<file path="config.mk">
export PLATFORM = sky130hd
export DESIGN_NAME = updown_sweep_ctrl
export DESIGN_NICKNAME = d
export VERILOG_FILES = /design/src/rtl/updown_sweep_ctrl.sv
export SDC_FILE = /design/constraint.sdc
export NUM_CORES = 1
export LEC_CHECK = 0
export BUFFER_PORTS_ARGS = -buffer_cell sky130_fd_sc_hd__buf_4
export CORE_UTILIZATION = 51
export DETAILED_ROUTE_END_ITERATION = 16
export PLACE_DENSITY = 0.88
export SLEW_MARGIN = 20
export SYNTH_ARGS = -nofsm -noshare
export SYNTH_HDL_FRONTEND = slang
export SYNTH_SLANG_ARGS = --single-unit
</file>
<file path="constraint.sdc">
create_clock -name clk -period 2.3 [get_ports clk]
set_clock_uncertainty 0.2 [all_clocks]
set_input_delay 0.46 -clock clk [delete_from_list [all_inputs] [get_ports clk]]
set_output_delay 0.46 -clock clk [all_outputs]
set_load 0.005 [all_outputs]
</file>
<file path="src/rtl/updown_sweep_ctrl.sv">
// Sweep sequencer for a loadable up/down counter: loads lo, then drives the
// counter lo->hi->lo a latched number of times and pulses done when finished.
module updown_sweep_ctrl #(
    parameter int WIDTH = 4,
    parameter int CYC_W = 4
) (
    input  logic             clk,
    input  logic             reset,
    input  logic             start,
    input  logic             abort,
    input  logic [WIDTH-1:0] lo,
    input  logic [WIDTH-1:0] hi,
    input  logic [CYC_W-1:0] cycles,
    input  logic [WIDTH-1:0] cnt_q,
    output logic             cnt_load,
    output logic [WIDTH-1:0] cnt_load_val,
    output logic             cnt_en,
    output logic             cnt_up,
    output logic             busy,
    output logic             done,
    output logic             err
);

    typedef enum logic [2:0] {
        S_IDLE = 3'd0,
        S_LOAD = 3'd1,
        S_UP   = 3'd2,
        S_DOWN = 3'd3,
        S_DONE = 3'd4
    } state_t;

    state_t             state_q, state_d;
    logic [WIDTH-1:0]   lo_q, lo_d;
    logic [WIDTH-1:0]   hi_q, hi_d;
    logic [CYC_W-1:0]   cyc_q, cyc_d;
    logic [CYC_W-1:0]   sweep_q, sweep_d;
    logic               err_q, err_d;

    logic [WIDTH-1:0]   top_turn;
    logic [WIDTH-1:0]   bot_turn;
    logic [CYC_W-1:0]   sweep_inc;
    logic               start_ok;

    // lo < hi is guaranteed for any accepted start, so neither turn point wraps.
    assign top_turn  = hi_q - WIDTH'(1);
    assign bot_turn  = lo_q + WIDTH'(1);
    assign sweep_inc = sweep_q + CYC_W'(1);
    assign start_ok  = (lo < hi) && (cycles != '0);

    always_comb begin
        state_d = state_q;
        lo_d    = lo_q;
        hi_d    = hi_q;
        cyc_d   = cyc_q;
        sweep_d = sweep_q;
        err_d   = 1'b0;

        case (state_q)
            S_IDLE: begin
                if (start) begin
                    if (start_ok) begin
                        lo_d    = lo;
                        hi_d    = hi;
                        cyc_d   = cycles;
                        sweep_d = '0;
                        state_d = S_LOAD;
                    end else begin
                        err_d = 1'b1;
                    end
                end
            end
            S_LOAD: begin
                state_d = abort ? S_IDLE : S_UP;
            end
            S_UP: begin
                if (abort) begin
                    state_d = S_IDLE;
                end else if (cnt_q == top_turn) begin
                    state_d = S_DOWN;
                end
            end
            S_DOWN: begin
                if (abort) begin
                    state_d = S_IDLE;
                end else if (cnt_q == bot_turn) begin
                    sweep_d = sweep_inc;
                    state_d = (sweep_inc == cyc_q) ? S_DONE : S_UP;
                end
            end
            S_DONE: begin
                state_d = S_IDLE;
            end
            default: begin
                state_d = S_IDLE;
            end
        endcase
    end

    always_ff @(posedge clk or negedge reset) begin
        if (!reset) begin
            state_q <= S_IDLE;
            lo_q    <= '0;
            hi_q    <= '0;
            cyc_q   <= '0;
            sweep_q <= '0;
            err_q   <= 1'b0;
        end else begin
            state_q <= state_d;
            lo_q    <= lo_d;
            hi_q    <= hi_d;
            cyc_q   <= cyc_d;
            sweep_q <= sweep_d;
            err_q   <= err_d;
        end
    end

    // Moore outputs: everything drops to zero as soon as reset pulls state to IDLE.
    assign cnt_load     = (state_q == S_LOAD);
    assign cnt_en       = (state_q == S_UP) || (state_q == S_DOWN);
    assign cnt_up       = (state_q == S_UP);
    assign busy         = (state_q == S_LOAD) || cnt_en;
    assign done         = (state_q == S_DONE);
    assign err          = err_q;
    assign cnt_load_val = lo_q;

endmodule

</file>
# Word-level counts from Yosys, hierarchy flattened
# Index checks and enable logic that the tools add are counted.
[totals] register_bits=20 latch_bits=0 ram_bits=0 romBits=0 inputBits=20 out_inout_bits=10 elab_cells=49 memories=0
[classes] n_addsub=3 mul=0 div=0 magnitude_cmp=1 eq_ne=13 shift=0 mux=17 n_bitwise=0 reduce_logical=9
[ops] op="$mux W3" count=7
[ops] op="$mux W4" count=4
[ops] op="$eq A4 B4 Y1" count=3
[ops] op="$pmux W3 S4" count=1
[ops] op="$add A4 B1 Y4 const B" count=2
[ops] op="$ne A2 B2 Y1 const B" count=4
[ops] op="$pmux W4 S2" count=1
[ops] op="$eq A3 B2 Y1 const B" count=2
[ops] op="$reduce_and A5 Y1" count=1
[ops] op="$lt A4 B4 Y1" count=1
[ops] op="$reduce_and A4 Y1" count=1
[ops] op="$reduce_bool A4 Y1" count=1
[ops] op="$sub A4 B1 Y4 const B" count=1
[ops] op="$eq A3 B1 Y1 const B" count=1
[ops] op="$eq A3 B3 Y1 const B" count=1
[ops] op="$logic_not A3 Y1" count=1
[ops] op="$mux W1" count=3
[ops] op="$ne A3 B2 Y1 const B" count=1
[ops] op="$ne A3 B3 Y1 const B" count=1
[ops] op="$reduce_and A3 Y1" count=1
[ops] op="$logic_or A1 B1 Y1" count=2
[ops] op="$mux W2" count=1
[ops] op="$reduce_bool A2 Y1" count=1
[ops] op="$logic_and A1 B1 Y1" count=1

# Depth between registers and ports, before layout
# Gate-level depths: netlist of run 1.
[depth] ltp_word=6 mapped_depth=7 depth_no_buf=6

# Least setup slack after synthesis of run 1
# No wires, ideal clock.
[synth_timing] kind="register -> register" start="reg state_q[0]" end="reg cyc_q[1]" setup_time_ns=0.125 t_arrival_ns=1.771 slack_ns=0.204 stages_incl_launch_ff=7 n_path_buf=2 period_less_slack_ns=2.096 cell_sequence="dfrtp_1 -> buf_6 -> or4b_4 -> nor3_2 -> o21ai_2 -> buf_6 -> mux2_4"
[synth_via] elab_chain_len=2
[synth_rtl] element="start, declared" line="32" rtl="state_t state_q, state_d;"
[synth_rtl] element="start signal, assigned" line="108" rtl="state_q <= state_d;"
[synth_rtl] element="$logic_not A3 Y1" line="58" rtl="case (state_q)"
[synth_rtl] element="$reduce_and A3 Y1 (no source line)"
[synth_rtl] element="end signal, assigned" line="111" rtl="cyc_q <= cyc_d;"
[synth_rtl] element="end, declared" line="35" rtl="logic [CYC_W-1:0] cyc_q, cyc_d;"
# No other way between the ends.
# A chain may end at the register's enable or synchronous reset.

# Worst setup path after layout of run 1
[layout_timing] start="reg state_q[0]" end="reg sweep_q[2]"
[layout_via] elab_chain_len=3
[layout_rtl] element="$eq A3 B2 Y1 or $logic_not A3 Y1 (tied branches)" line="58"
[layout_rtl] element="$ne A2 B2 Y1 (no source line) or $reduce_bool A2 Y1 (tied branches)"
[layout_rtl] element="$reduce_and A5 Y1 (no source line)"
[layout_rtl] element="end signal, assigned" line="112" rtl="sweep_q <= sweep_d;"
[layout_rtl] element="end, declared" line="36" rtl="logic [CYC_W-1:0] sweep_q, sweep_d;"
# Several ways; a longest one is shown, not always the timed one.

==> results of run 1 <==
per-layer routing:
metal / vias to the layer above / global-route usage [%] / routed length [microns] / share of wire [%]
met5: - / 0 / 0 / 0
met4: 0 / 10.4 / 44 / 1.7
met3: 5 / 3.87 / 94 / 3.6
met2: 29 / 41.7 / 1340 / 51
met1: 514 / 29.0 / 1150 / 44
li1: 481 / - / - / -
area by class of cell:
| class | instances | area [sq um] | share of cell area, % |
|---|---|---|---|
| Clock buffer | 3 | 22.5 | 1.47 |
| Multi-Input combinational cell | 85 | 681 | 44.5 |
| Sequential cell | 20 | 500 | 32.7 |
| Timing Repair Buffer | 36 | 273 | 17.8 |
| Inverter | 5 | 18.8 | 1.23 |
| Tap cell | 28 | 35.0 | 2.29 |
worst max path at each step:
| stage | from | to | slack [ps] | cells after the start |
|---|---|---|---|---|
| 4_1_cts | state_q[0] | sweep_q[2] | 80 | 5 |
| 3_3_place_gp | lo[1] | sweep_q[2] | 10 | 6 |
| 6_report | state_q[0] | sweep_q[2] | 70 | 5 |
| 5_1_grt | state_q[0] | sweep_q[2] | 6 | 5 |
| 3_5_place_dp | lo[3] | cnt_load_val[3] | -50 | 5 |
| 2_1_floorplan | state_q[0] | cyc_q[1] | 200 | 6 |
sequential cells by signal, summed over array words and instances (netlist names):
signal and cells:
cnt_load_val 4, cyc_q 4, err 1, hi_q 4
state_q 3, sweep_q 4
power groups by stage:
stage	combinational (uW)	clock, uW	sequential, uW
detailed placement	857	0	617
global route	942	185	629
global placement	819	0	608
finish	860	164	610
CTS	867	170	609
floorplan	595	0	589
kinds of logic (layout without fill, tap and decap cells):
group	after synthesis	after routing	share of synthesized area, %
muxes	9	9	9.12
DFF	20	20	40.5
xor gates and xnor gates	17	17	13.3
AOI/OAI and AO/OA	16	16	9.52
and+or+nand+nor	37	37	17.1
adders and majority gates	6	6	6.08
buffers and inverters	9	44	4.36
cells in the final DEF, fill, tap and decap left out, drive strengths merged:
| cell type | instances |
|---|---|
| a2111oi | 1 |
| a211o | 1 |
| a211oi | 2 |
| a21boi | 1 |
| a41oi | 1 |
| and2 | 2 |
| and3 | 2 |
| buf | 35 |
| clkbuf | 3 |
| dfrtp | 20 |
| dlygate4sd3 | 1 |
| ha | 6 |
| inv | 5 |
| mux2 | 9 |
| nand2 | 4 |
| nand2b | 2 |
| nand3 | 6 |
| nand3b | 1 |
| nor2 | 8 |
| nor2b | 1 |
| nor3 | 4 |
| nor3b | 4 |
| nor4 | 2 |
| o21a | 1 |
| o21ai | 6 |
| o22a | 1 |
| o2bb2ai | 1 |
| o41ai | 1 |
| or4b | 1 |
| xnor2 | 9 |
| xor2 | 7 |
| xor3 | 1 |
per-stage QoR:
| stage | setup WS [ps] | power, uW |
|---|---|---|
| 6_report | 74.3 | 1630 |
| 5_1_grt | 6.39 | 1760 |
| 4_1_cts | 79.1 | 1650 |
| 3_5_place_dp | -54.1 | 1470 |
| 3_3_place_gp | 12.0 | 1430 |
| 2_1_floorplan | 204 | 1180 |
==> reports/results.tsv, run 1 <==
metric	value	unit
Routed WL	2620	microns
Fin Hold WS	149	ps
Chip Height	51.2	microns
P_int	1040	uW
max-cap violations	0	
DIE WIDTH	51.2	microns
YS warnings	0	
GRT Residual Overflow	0	
Post-DRT Antenna Nets	0	
clock slew at the register clock pins of the worst setup and hold paths	100	ps
most area-consuming cells after synthesis	dfrtp_1 41%, xnor2_1 6.4%, ha_1 6.1%, mux2_2 5.5%, xor2_1 5.0%	
Layout fillers	185	
# DRC	0	
layout cell share with drive strength beyond 1	35.6	%
critical-path cell list	or4b_4 > nor3_2 > o21ai_2 > and2_4 > a211o_1	
fraction of registers with async set/reset	100	%
area share of the largest cell type after synthesis	40.5	%
clk buf depth	2	
antenna violations before repair	0	
flop2flop setup slack	70	ps
Vias	1029	
mapped cell area	0.00123	sq mm
post-cts sizing count	0	
Worst Path Max Fanout	17	
CP arrival	2220	ps
post-placement cell area	0.00150	sq mm
dpl cells	173	
Core ar.	0.00225	sq mm
EDFF count, synth	0	
status	completed	
Final setup viols	0	
Setup Buffers After CTS	0	
Setup TNS Final	0	ps
Wirelength per Cell	14.8	microns
gr usage total	23.9	%
Max-Slew Margin vs Limit	48.0	%
Tightest Pin Transition	779	ps
worst reg2reg path depth	5	
Antenna diodes	0	
peak supply drop	783	uV
Worst setup EP type	register	
Initial DRC Count	22	
CP delay by family, top	simple AND/OR/NAND/NOR gates	
Post-DP HPWL	2070	microns
most common cell in the synthesized netlist	dfrtp_1	
top post-synthesis cells by count	20 x dfrtp_1, 9 x xnor2_1, 8 x nor2_1	
Area Growth Syn to Fin	23.9	%
Comb pwr share	52.6	%
Sw Pwr	596	uW
sequential power share	37.3	%
critical hold path startpoint	abort	
switching share of total power	36.4	%
Port Buffers	29	
Clk Latency, worst-skew pair	300	ps
CP Launch Type	register	
Initial Util	54.8	%
HP Class	input pin to register	
sequential area share after synthesis	40.5	%
period utilization	96.8	%
library cells used by synthesis	37	
gpl congestion	0.822	
hold buffers post-CTS	1	
pin count of the biggest net entering global routing	21	
FF+latch count, synth	20	
Die ar.	0.00262	sq mm
num ports	30	
synthesized instance count	114	
ys flop type	dfrtp_1	
reg2reg start	state_q[0]	
PwrDens	1070	mW/mm^2
LEAKAGE	0.000741	uW
critical-path cell with the highest stage delay	or4b_4	
cell area after layout	0.00153	sq mm
fin util	67.9	%
global-route wire length before repair	4570	microns
Root Buffer	clkbuf_4	
Layout Cells excl Fill	177	
CTS H-tree lvls	1	
first-pass iteration count of the detailed router	5	
clock share of power	10.0	%
Slew Viols, Final	0	
TritonCTS Buffers	3	
CP Buf/Inv Count	0	
max incr delay on CP	560	ps
via density per instance	5.81	
post-route minimum period	2230	ps
critical path required time	2300	ps
RSZ-0062 raised after global routing	false	
Final nets	177	
num rows	17	
CP Class	register to register	
fmax	0.449	GHz
vias in the first global route	1034	
RR Endpoint	sweep_q[2]	
area leader, netlist	dfrtp_1	
hold path depth	2	
Mapped Avg Cell Area	10.8	sq um
final hold viol count	0	
Mapped Nets	140	
TritonCTS clock tree	built	
clk sinks	20	
hold endpoint	state_q[1]	
Power figures use the tool's default switching activity.
==> inputs of run 2 (changes only) <==
SETUP_SLACK_MARGIN = 0.2   (was default)
==> run 2 against run 1 <==
Compared with the run above: non-clock buffer count increased by 4; combinational power increased by 11%; die area unchanged; total power increased by 5.9%; sequential cell count unchanged; critical path depth unchanged; final area increased by 5.2%; sequential share of layout area decreased by 1.6 points; cell count increased by 2.3%; core utilization increased by 3.5 points.
==> reports/results.tsv, run 2 (synthesized netlist as in run 1, its figures left out) <==
metric	value	unit	change
num ports	30		unchanged
Vias	1044		+1.5%
CP Buf/Inv Count	1		+1
worst reg2reg path depth	5		unchanged
flop2flop setup slack	230	ps	+160 ps
Core ar.	0.00225	sq mm	unchanged
num rows	17		unchanged
# DRC	0		unchanged
Post-DP HPWL	2070	microns	unchanged
period utilization	89.8	%	-6.9 points
most frequent cells in the layout	37 x buf_4, 20 x dfrtp_1, 9 x xnor2_1		
dpl cells	173		unchanged
final hold viol count	0		unchanged
CP delay by family, top	simple AND/OR/NAND/NOR gates		
clock slew at the register clock pins of the worst setup and hold paths	110	ps	about the same
TritonCTS clock tree	built		
RR Endpoint	cyc_q[1]		
Root Buffer	clkbuf_4		
Max-Slew Margin vs Limit	68.1	%	+20 points
CP Launch Type	register		
critical path required time	2300	ps	about the same
critical-path cell list	or4b_4 > nor3_4 > o21ai_4 > buf_12 > mux2_4		
Tightest Pin Transition	476	ps	-303 ps
via density per instance	5.77		-0.78%
post-placement cell area	0.00150	sq mm	unchanged
PwrDens	1080	mW/mm^2	+0.71%
CP endpoint	cyc_q[1]		
Final nets	181		+2.3%
Layout Cells excl Fill	181		+2.3%
Worst path depth	5		unchanged
peak supply drop	677	uV	-14%
Die ar.	0.00262	sq mm	unchanged
RSZ-0062 raised after global routing	false		
status	completed		
Routed WL	2910	microns	+11%
clk buf depth	2		unchanged
Area Growth Syn to Fin	30.3	%	
antenna violations before repair	0		unchanged
Chip Height	51.2	microns	unchanged
Initial DRC Count	28		+27%
Initial Util	54.8	%	unchanged
Antenna diodes	0		unchanged
commonest non-fill, non-tap cell in the layout	buf_4		
max incr delay on CP	580	ps	+20 ps
Setup TNS Final	0	ps	unchanged
critical-path cell with the highest stage delay	or4b_4		
first-pass iteration count of the detailed router	4		-1
Wirelength per Cell	16.1	microns	+8.3%
CP arrival	2060	ps	-160 ps
clk sinks	20		unchanged
vias in the first global route	1093		+5.7%
CP Class	register to register		
Port Buffers	29		unchanged
Slew Viols, Final	0		unchanged
post-route minimum period	2070	ps	-159 ps
Worst setup EP type	register		
Worst Path Max Fanout	7		-10
TritonCTS Buffers	3		unchanged
DIE WIDTH	51.2	microns	unchanged
layout cell share with drive strength beyond 1	38.6	%	+3.0 points
global-route wire length before repair	4850	microns	+6.2%
pin count of the biggest net entering global routing	21		unchanged
Critical Path Start	state_q[0]		
fmax	0.484	GHz	+7.7%
cell area after layout	0.00161	sq mm	+5.2%
GRT Residual Overflow	0		unchanged
gpl congestion	0.822		unchanged
Fin Hold WS	151	ps	+1.45 ps
fin util	71.4	%	+3.5 points
Final setup viols	0		unchanged
gr usage total	25.6	%	+1.7 points
reg2reg start	state_q[0]		
Clk Latency, worst-skew pair	300	ps	about the same
LEAKAGE	0.000774	uW	+4.4%
max-cap violations	0		unchanged
Post-DRT Antenna Nets	0		unchanged
critical hold path startpoint	abort		
HP Class	input pin to register		
CTS H-tree lvls	1		unchanged
-- run 2: where the power goes --
part           total, uW  internal (uW)  leakage [uW]  switching [uW]
clock                165           61.1     0.0000138             103
sequential           613            487      0.000252             127
combinational        953            540      0.000508             413
-- run 2: worst reg2reg max path, stage by stage, from the launching register on --
cell and delay, ps:
dfrtp_1 390, or4b_4 580, nor3_4 220, o21ai_4 120, buf_12 170, mux2_4 290
-- run 2: final cells by class --
cell class	instances	area [sq um]
Inverter	5	18.8
Sequential cell	20	500
Fill cell	170	646
Tap cell	28	35.0
Clock buffer	3	22.5
Multi-Input combinational cell	85	704
Timing Repair Buffer	40	328
-- run 2: through the flow --
stage               worst slack (ps)  total power, uW
floorplan                        204             1180
global placement                12.0             1430
detailed placement             -54.1             1470
CTS                              208             1710
global route                     208             1840
finish                           234             1730
-- run 2: worst min path at each step --
stage / endpoint / cells after the start
3_3_place_gp: cnt_load_val[0] / 1
6_report: state_q[1] / 2
3_5_place_dp: cnt_load_val[0] / 1
2_1_floorplan: cnt_load_val[0] / 0
5_1_grt: state_q[1] / 2
4_1_cts: state_q[1] / 2
-- run 2: timing repair --
| item | CTS | global route |
|---|---|---|
| pin swaps | 0 | 3 |
| setup buffers | 4 | 0 |
| resized for setup | 3 | 1 |
| hold buffers | 1 | 0 |
| hold endpoints to repair | 20 | 0 |
| endpoints found under the setup margin | 2 | 4 |
-- run 2: routing by layer --
layer  part of all wire [%]  track usage (%)  wire length [microns]
met1                     41             29.7                   1190
met2                     53             46.1                   1530
met5                      0                0                      0
met4                    2.2             11.7                     63
met3                    4.1             3.87                    120
==> inputs of run 3 (changes only) <==
==> constraint.sdc (replaced) <==
create_clock -name clk -period 2.3 [get_ports clk]
set_clock_uncertainty 0.2 [all_clocks]
set_input_delay 0.46 -clock clk [delete_from_list [all_inputs] [get_ports clk]]
set_output_delay 0.46 -clock clk [all_outputs]
set_load 0.1 [all_outputs]
==> run 3 against run 2 <==
Compared with the run above: register-to-register slack got worse by 40 ps; routed wire length is 3.7% higher; clock power grew 28%; first-iteration DRC count fell by 68%; critical path type unchanged; largest power group unchanged.
==> reports/results.tsv, run 3 (synthesized netlist as in run 1, its figures left out) <==
metric	value	unit	change
PwrDens	1450	mW/mm^2	+35%
Routed WL	3010	microns	+3.7%
CTS H-tree lvls	1		unchanged
CP Buf/Inv Count	1		unchanged
Post-DP HPWL	2100	microns	+1.2%
gr usage total	26.4	%	+0.75 points
vias in the first global route	1103		+0.91%
CP endpoint	hi_q[0]		
critical-path cell list	or4b_4 > nor3_4 > o21ai_4 > buf_12 > mux2_4		
Tightest Pin Transition	603	ps	+127 ps
total power draw	2470	uW	+43%
most frequent cells in the layout	33 x buf_4, 16 x dfrtp_1, 9 x xnor2_1		
LEAKAGE	0.000786	uW	+1.5%
GRT Residual Overflow	0		unchanged
Antenna diodes	0		unchanged
cell area after layout	0.00170	sq mm	+5.7%
TritonCTS Buffers	3		unchanged
worst reg2reg path depth	5		unchanged
Port Buffers	29		unchanged
CP arrival	2120	ps	+60 ps
HP Class	input pin to register		
flop2flop setup slack	190	ps	-40 ps
status	completed		
Worst path depth	5		unchanged
Worst setup EP type	register		
antenna violations before repair	0		unchanged
Core ar.	0.00225	sq mm	unchanged
first-pass iteration count of the detailed router	4		unchanged
fin util	75.4	%	+4.1 points
max incr delay on CP	590	ps	about the same
Final setup viols	0		unchanged
max layer used	met4		
Final nets	180		-0.55%
num rows	17		unchanged
Clk Latency, worst-skew pair	310	ps	about the same
gpl congestion	0.779		-5.2%
clk sinks	20		unchanged
Wirelength per Cell	16.7	microns	+3.7%
RSZ-0062 raised after global routing	true		
Slew Viols, Final	0		unchanged
final hold viol count	0		unchanged
global-route wire length before repair	4970	microns	+2.6%
post-route minimum period	2110	ps	+42.7 ps
post-placement cell area	0.00155	sq mm	+3.5%
clk buf depth	2		unchanged
WL met1	1270	microns	+6.3%
Post-DRT Antenna Nets	0		unchanged
CP Launch Type	register		
CP Class	register to register		
period utilization	91.7	%	+1.9 points
# DRC	0		unchanged
Initial DRC Count	9		-68%
Max-Slew Margin vs Limit	59.4	%	-8.6 points
layout cell share with drive strength beyond 1	46.4	%	+7.8 points
Initial Util	54.8	%	unchanged
critical-path cell with the highest stage delay	or4b_4		
Area Growth Syn to Fin	37.7	%	
Fin Hold WS	156	ps	+5.40 ps
Worst Path Max Fanout	10		+3
Root Buffer	clkbuf_4		
reg2reg start	state_q[0]		
Chip Height	51.2	microns	unchanged
Die ar.	0.00262	sq mm	unchanged
Critical Path Start	state_q[0]		
fmax	0.474	GHz	-2.0%
clock slew at the register clock pins of the worst setup and hold paths	120	ps	about the same
commonest non-fill, non-tap cell in the layout	buf_4		
critical path required time	2310	ps	about the same
num ports	30		unchanged
peak supply drop	1110	uV	+64%
DIE WIDTH	51.2	microns	unchanged
RR Endpoint	hi_q[0]		
max-cap violations	0		unchanged
TritonCTS clock tree	built		
CP delay by family, top	simple AND/OR/NAND/NOR gates		
Vias	1028		-1.5%
met3 routed WL	93	microns	-23%
Met2 Routed Length	1570	microns	+2.9%
pin count of the biggest net entering global routing	21		unchanged
via density per instance	5.68		-1.5%
## run 3: cell count changes in the layout (fill, tap and decap cells not counted), sizes merged
cell    delta
buf        -1
clkbuf     +1
## run 3: where the power goes
part	switching, uW	leakage [uW]	internal (uW)
registers	153	0.000248	502
logic	998	0.000516	602
clock network	116	0.0000210	96.8
total	1270	0.000786	1200
## run 3: routing by layer
metal  global-route usage [%]  vias up
met3                     4.46        9
met5                        0        -
met4                     12.2        0
met2                     46.9       37
li1                         -      487
met1                     30.7      495
## run 3: worst min path at each step
stage                from         endpoint  slack (ps)  cells past startpoint
finish              abort       state_q[1]         160                      2
detailed placement  reset  cnt_load_val[1]         150                      1
global route        abort       state_q[1]         150                      2
global placement    reset  cnt_load_val[1]         150                      1
floorplan           reset  cnt_load_val[2]         -40                      0
CTS                 abort       state_q[1]         160                      2
## run 3: layout make-up
cell class | count | area, sq um
fillers | 147 | 554
flip-flops and latches | 20 | 510
inverters | 5 | 18.8
multi-input cells | 85 | 759
repair buffers | 39 | 340
well taps | 28 | 35.0
clock buffers | 4 | 36.3
## run 3: timing repair
action	CTS	global route
gates resized for setup	3	8
pin swaps	1	3
endpoints found under the hold margin	20	0
setup endpoints to repair	2	13
hold buffers	1	0
setup buffers	2	2
## run 3: metrics by stage
| step | TNS, ps | setup slack [ps] | cells |
|---|---|---|---|
| after floorplan | 0 | 55.8 | 114 |
| after global placement | 0 | 32.2 | 172 |
| after detailed placement | -23.2 | -23.2 | 172 |
| after CTS | 0 | 182 | 179 |
| after global routing | 0 | 148 | 181 |
| final | 0 | 191 | 181 |
